File: src/rtl/snn_pkg.sv
// rtl/snn_pkg.sv - shared SNN types, default sizes and width helpers
package snn_pkg;

  typedef enum logic [1:0] {
    ST_IDLE,
    ST_ACCUM,
    ST_ARGMAX,
    ST_HOLD
  } state_t;

  localparam int DEF_N_OUT  = 10;
  localparam int DEF_WINDOW = 64;

  function automatic int cnt_width(input int window);
    return $clog2(window + 1);
  endfunction

  function automatic int idx_width(input int n_out);
    return (n_out > 1) ? $clog2(n_out) : 1;
  endfunction

endpackage

File: src/rtl/spike_counter.sv
// rtl/spike_counter.sv - per-neuron spike counter with synchronous clear
module spike_counter #(
  parameter int CNT_W = 7
) (
  input  logic             i_clk,
  input  logic             i_rst,
  input  logic             clr,
  input  logic             en,
  input  logic             spike,
  output logic [CNT_W-1:0] count
);

  // Width covers the whole window, so no wrap or saturation is possible.
  always_ff @(posedge i_clk or posedge i_rst) begin
    if (i_rst) begin
      count <= '0;
    end else if (clr) begin
      count <= '0;
    end else if (en && spike) begin
      count <= count + 1'b1;
    end
  end

endmodule

File: src/rtl/output_layer_decoder.sv
// rtl/output_layer_decoder.sv - windowed spike-rate decoder with sequential argmax
module output_layer_decoder
  import snn_pkg::*;
#(
  parameter int N_OUT  = DEF_N_OUT,
  parameter int WINDOW = DEF_WINDOW,
  parameter int CNT_W  = cnt_width(WINDOW),
  parameter int IDX_W  = idx_width(N_OUT)
) (
  input  logic             i_clk,
  input  logic             i_rst,
  input  logic             i_start,
  input  logic             i_spike_valid,
  input  logic [N_OUT-1:0] i_spikes,
  output logic             o_busy,
  output logic             o_valid,
  input  logic             i_ready,
  output logic [IDX_W-1:0] o_class,
  output logic [CNT_W-1:0] o_count,
  output logic             o_tie
);

  state_t state, state_nxt;

  logic [CNT_W-1:0] ts_cnt;
  logic [IDX_W-1:0] scan_idx;
  logic [CNT_W-1:0] best_cnt, best_cnt_nxt;
  logic [IDX_W-1:0] best_idx, best_idx_nxt;
  logic             tie, tie_nxt;
  logic [CNT_W-1:0] cnt [N_OUT];
  logic [CNT_W-1:0] scan_cnt;
  logic             clr, beat, last_beat, last_scan;

  assign clr       = (state == ST_IDLE) && i_start;
  assign beat      = (state == ST_ACCUM) && i_spike_valid;
  assign last_beat = beat && (ts_cnt == CNT_W'(WINDOW - 1));
  assign last_scan = (state == ST_ARGMAX) && (scan_idx == IDX_W'(N_OUT - 1));
  assign scan_cnt  = cnt[scan_idx];

  for (genvar k = 0; k < N_OUT; k++) begin : g_cnt
    spike_counter #(
      .CNT_W(CNT_W)
    ) u_cnt (
      .i_clk(i_clk),
      .i_rst(i_rst),
      .clr  (clr),
      .en   (beat),
      .spike(i_spikes[k]),
      .count(cnt[k])
    );
  end

  always_ff @(posedge i_clk or posedge i_rst) begin
    if (i_rst) begin
      state <= ST_IDLE;
    end else begin
      state <= state_nxt;
    end
  end

  always_comb begin
    state_nxt = state;
    case (state)
      ST_IDLE:   if (i_start) state_nxt = ST_ACCUM;
      ST_ACCUM:  if (last_beat) state_nxt = ST_ARGMAX;
      ST_ARGMAX: if (last_scan) state_nxt = ST_HOLD;
      ST_HOLD:   if (i_ready) state_nxt = ST_IDLE;
      default:   state_nxt = ST_IDLE;
    endcase
  end

  // Index 0 seeds the running best; later entries only replace on strictly greater,
  // so the lowest index wins among equals.
  always_comb begin
    best_cnt_nxt = best_cnt;
    best_idx_nxt = best_idx;
    tie_nxt      = tie;
    if (scan_idx == '0) begin
      best_cnt_nxt = scan_cnt;
      best_idx_nxt = '0;
      tie_nxt      = 1'b0;
    end else if (scan_cnt > best_cnt) begin
      best_cnt_nxt = scan_cnt;
      best_idx_nxt = scan_idx;
      tie_nxt      = 1'b0;
    end else if (scan_cnt == best_cnt) begin
      tie_nxt = 1'b1;
    end
  end

  always_ff @(posedge i_clk or posedge i_rst) begin
    if (i_rst) begin
      ts_cnt   <= '0;
      scan_idx <= '0;
      best_cnt <= '0;
      best_idx <= '0;
      tie      <= 1'b0;
      o_class  <= '0;
      o_count  <= '0;
      o_tie    <= 1'b0;
    end else begin
      if (clr) begin
        ts_cnt <= '0;
      end else if (beat) begin
        ts_cnt <= ts_cnt + 1'b1;
      end

      if (last_beat) begin
        scan_idx <= '0;
      end else if (state == ST_ARGMAX) begin
        scan_idx <= scan_idx + 1'b1;
        best_cnt <= best_cnt_nxt;
        best_idx <= best_idx_nxt;
        tie      <= tie_nxt;
      end

      // Result registers persist past HOLD until the next scan completes.
      if (last_scan) begin
        o_class <= best_idx_nxt;
        o_count <= best_cnt_nxt;
        o_tie   <= tie_nxt;
      end
    end
  end

  assign o_busy  = (state == ST_ACCUM) || (state == ST_ARGMAX);
  assign o_valid = (state == ST_HOLD);

endmodule

File: config.mk
export PLATFORM = sky130hd
export DESIGN_NAME = output_layer_decoder
export DESIGN_NICKNAME = d
export VERILOG_FILES = /design/src/rtl/snn_pkg.sv /design/src/rtl/spike_counter.sv /design/src/rtl/output_layer_decoder.sv
export SDC_FILE = /design/constraint.sdc
export NUM_CORES = 1
export LEC_CHECK = 0
export BUFFER_PORTS_ARGS = -buffer_cell sky130_fd_sc_hd__buf_2
export CAP_MARGIN = 20
export CORE_ASPECT_RATIO = 0.75
export CORE_MARGIN = 2
export CORE_UTILIZATION = 45
export DETAILED_ROUTE_END_ITERATION = 6
export GPL_TIMING_DRIVEN = 0
export PLACE_DENSITY_LB_ADDON = 0.2
export SLEW_MARGIN = 5
export SYNTH_ARGS = -nofsm -noshare
export SYNTH_HDL_FRONTEND = slang
export SYNTH_HIERARCHICAL = 1
export SYNTH_SLANG_ARGS = --single-unit
File: constraint.sdc
create_clock -name i_clk -period 3.9 [get_ports i_clk]
set_clock_uncertainty 0.1 [all_clocks]
set_input_delay 0.78 -clock i_clk [delete_from_list [all_inputs] [get_ports i_clk]]
set_output_delay 0.78 -clock i_clk [all_outputs]
set_load 0.05 [all_outputs]
==> PnR_summary.wiki <==
{| class="wikitable"
! Metric !! Value
|-
| Outcome || finished clean
|-
| Slew HR || 40.5%
|-
| Number of levels in the clock H-tree || 3
|-
| Area used by multi-input combinational logic || 3080 um2
|-
| Final non-filler cell area || 6650 um2
|-
| Core box area || 13000 um2
|-
| Total negative setup slack || 0 ns
|-
| Final period util || 86.3%
|-
| Number of input and output port buffers inserted || 28
|-
| Top fanout value on the critical path || 10
|-
| Die Height || 104 um
|-
| Detailed-route wire length per cell || 16.4 um
|-
| Parity-gate share of the synthesized area counting xor and xnor cells || 3.95%
|-
| Number of nets produced by synthesis || 664
|-
| Fin nets || 703
|-
| Crit path max-delay cell type || sky130_fd_sc_hd__o31a_1
|-
| Type of the worst min-delay path || reg2reg
|-
| Place WS || 0.556 ns
|-
| Transition time of the tightest slew-check pin || 0.892 ns
|-
| Wirelength, routed || 13.7 mm
|-
| Final Max Tran Viols || 0
|-
| Wire length of the first global-routing pass || 23.0 mm
|-
| Most frequent standard cell in the layout excluding fill and tap cells || sky130_fd_sc_hd__dfrtp_1
|-
| Post-synthesis compound-gate area fraction || 14.4%
|-
| Routed Antenna Nets || 0
|-
| Cell area power density || 706 nW/um2
|-
| Antenna Cells || 0
|-
| Total clock sinks || 107
|-
| Final global-route overflow total || 0
|-
| Number of filler instances in the final layout || 1190
|-
| Data arrival time of the critical path || 3.51 ns
|-
| Detailed-route via count || 4830
|-
| Mapped Avg Cell Area || 9.61 um2
|-
| Critical Setup Path Class || reg2reg
|-
| Largest net degree at the start of global routing || 78
|-
| Final worst-path setup slack || 0.533 ns
|-
| End of the worst register-to-register path || best_cnt[5]$_DFFE_PP0P_
|-
| Leakage power || 2.96 nW
|-
| Maximum resistive drop on vdd || 0.375 mV
|-
| Fraction of the yosys area taken by sequential cells || 44.7%
|-
| Required arrival time at the worst endpoint || 4.04 ns
|-
| Via count normalized by instance count || 5.76
|-
| Global Route Usage Sum || 20.4%
|-
| Site Rows || 36
|-
| Count of different cell masters after synthesis || 43
|-
| Placer's final routability congestion estimate || 0.862
|-
| Sort of element at the start of the critical path || register
|-
| Clock Path Buffers || 2
|-
| CTS tree || built
|-
| Max-cap viol count || 0
|-
| Post-CTS setup repair buffer count || 0
|-
| Detailed-route DRC error count || 0
|-
| Library cell used as clock root buffer || sky130_fd_sc_hd__clkbuf_16
|-
| Launch point of the critical path || scan_idx[0]$_DFFE_PP0P_
|-
| Fraction of layout instances using a drive strength above 1 || 12.1%
|-
| Via count of the first global-routing pass || 4575
|-
| # hold bufs at CTS || 0
|-
| Initial Util || 46.1%
|-
| Crit path cell chain || buf_4 -> buf_2 -> mux2i_1 -> o22ai_1 -> o31a_1 -> ha_1 -> nand4_1 -> nor2_1 -> a22oi_4 -> nand2_4 -> mux2_4
|-
| Floorplan die area || 14200 um2
|-
| Area used by sequential logic in the layout || 2680 um2
|-
| Final period demand of the worst path || 3.37 ns
|-
| Post-place instance area || 6340 um2
|-
| Reg-to-reg startpoint || scan_idx[0]$_DFFE_PP0P_
|-
| Die Span X || 137 um
|-
| Reg clk slew, reported paths || 0.07 ns
|-
| Setup repair after global routing missed its margin || false
|-
| Number of hold violations in the final report || 0
|-
| DRT iter0 DRCs || 357
|-
| Boundary Pins || 29
|-
| Depth of the most critical reg-to-reg path || 11
|-
| Total of flip-flops plus latches after synthesis || 107
|-
| Layout area overhead || 11.1%
|-
| Final setup viols || 0
|-
| Number of warnings printed during yosys synthesis || 6
|-
| FFs w/ async S/R, synth || 100%
|-
| Largest family of logic cells by synthesized area || simple AND/OR/NAND/NOR gates
|-
| Initial antenna violation count || 0
|-
| Fraction of the mapped netlist area in simple logic gates || 19.0%
|-
| Total clock buffers created by CTS || 9
|-
| Detailed placer's ending HPWL || 10.0 mm
|-
| Delay contributed by the slowest stage of the critical path || 0.39 ns
|-
| Cell area after synthesis || 5980 um2
|-
| Worst skew pair latency || 0.36 ns
|-
| Kind of capture point of the worst setup path || register
|-
| Fmax achieved || 297 MHz
|-
| Top_reg_cell synth || sky130_fd_sc_hd__dfrtp_1
|-
| Number of cells upsized or downsized after cts || 0
|-
| Worst setup slack for register-to-register paths || 0.53 ns
|-
| First-pass iteration count of the detailed router || 5
|-
| Synthesized-area fraction occupied by adder cells || 5.44%
|-
| Cells after Synth || 623
|-
| Portion of netlist area occupied by mux cells || 8.63%
|-
| Critical Path Sink || best_cnt[5]$_DFFE_PP0P_
|-
| Most frequent cells in the layout || 107 x sky130_fd_sc_hd__dfrtp_1, 61 x sky130_fd_sc_hd__a21oi_1, 58 x sky130_fd_sc_hd__nand3_1
|-
| Final design utilization || 51.2%
|-
| Number of enable flip-flop cells after synthesis || 0
|}
-- sequential cells by signal, summed over array words and instances, names as in the netlist --
register,count
o_tie,1
best_idx,4
o_class,4
ts_cnt,7
scan_idx,4
g_cnt.u_cnt/count,70
best_cnt,7
tie,1
o_count,7
state,2
-- metrics by stage --
step | power (mW) | hold WS [ns] | cells
2_1_floorplan | 3.26 | 0.361 | 623
3_3_place_gp | 3.70 | 0.357 | 822
3_5_place_dp | 3.77 | 0.366 | 822
4_1_cts | 4.73 | 0.381 | 838
5_1_grt | 5.03 | 0.414 | 838
6_report | 4.69 | 0.373 | 838
-- cell families after synthesis --
group / after synthesis
simple gates: 217
compound gates: 147
flops: 107
buf+inv: 53
mux: 46
xor+xnor: 27
fa+ha+maj: 26
-- report_power, final --
part | internal (mW) | total (mW) | switching [mW]
Clock | 0.532 | 0.941 | 0.409
Sequential | 1.36 | 1.60 | 0.236
Combinational | 0.796 | 2.15 | 1.36
-- synthesized netlist by cell type, types with 10 or more instances --
library cell	n	share of area [%]
sky130_fd_sc_hd__nand3_1	58	4.9
sky130_fd_sc_hd__a21oi_1	61	5.1
sky130_fd_sc_hd__mux2i_1	37	6.2
sky130_fd_sc_hd__or3_1	41	4.3
sky130_fd_sc_hd__nor2_1	43	2.7
sky130_fd_sc_hd__o21ai_0	51	4.3
sky130_fd_sc_hd__ha_1	26	5.4
sky130_fd_sc_hd__dfrtp_1	107	45
sky130_fd_sc_hd__inv_1	37	2.3
sky130_fd_sc_hd__nand2_1	49	3.1
sky130_fd_sc_hd__xor2_1	24	3.5
sky130_fd_sc_hd__nand4_2	10	2.1
-- critical path, delay by kind of cell, from the launching register on --
family,cells,cell delay [ns]
adders and majority gates,1,0.33
muxes,2,0.58
buffers and inverters,2,0.49
AOI/OAI and AO/OA,3,0.69
and+or+nand+nor,3,0.68
DFF,1,0.38
-- final cells by class --
| class | instances | share of cell area, % |
|---|---|---|
| buffer | 16 | 1.39 |
| timing repair buffer | 28 | 2.11 |
| clock inverter | 4 | 0.734 |
| clock buffer | 12 | 3.86 |
| sequential | 107 | 40.3 |
| tap | 171 | 3.22 |
| inverter | 37 | 2.09 |
| multi-input combinational | 463 | 46.3 |
-- layer usage --
layer / GRT usage (%) / routed length (um) / vias up
met1: 31.7 / 6880 / 2365
li1: - / - / 2323
met3: 6.09 / 931 / 14
met5: 0 / 0 / -
met4: 4.49 / 153 / 0
met2: 27.8 / 5750 / 128
-- worst min-delay path by stage --
stage / from / to / slack [ns] / cells after the start
finish: o_tie$_DFFE_PP0P_ / o_tie$_DFFE_PP0P_ / 0.37 / 2
global route: i_rst / g_cnt[0].u_cnt/count[3]$_DFFE_PP0P_ / 0.41 / 2
CTS: o_tie$_DFFE_PP0P_ / o_tie$_DFFE_PP0P_ / 0.38 / 2
detailed placement: o_tie$_DFFE_PP0P_ / o_tie$_DFFE_PP0P_ / 0.37 / 2
global placement: o_tie$_DFFE_PP0P_ / o_tie$_DFFE_PP0P_ / 0.36 / 2
floorplan: best_idx[3]$_DFFE_PP0P_ / best_idx[3]$_DFFE_PP0P_ / 0.36 / 1
(Power assumes the default switching activity.)
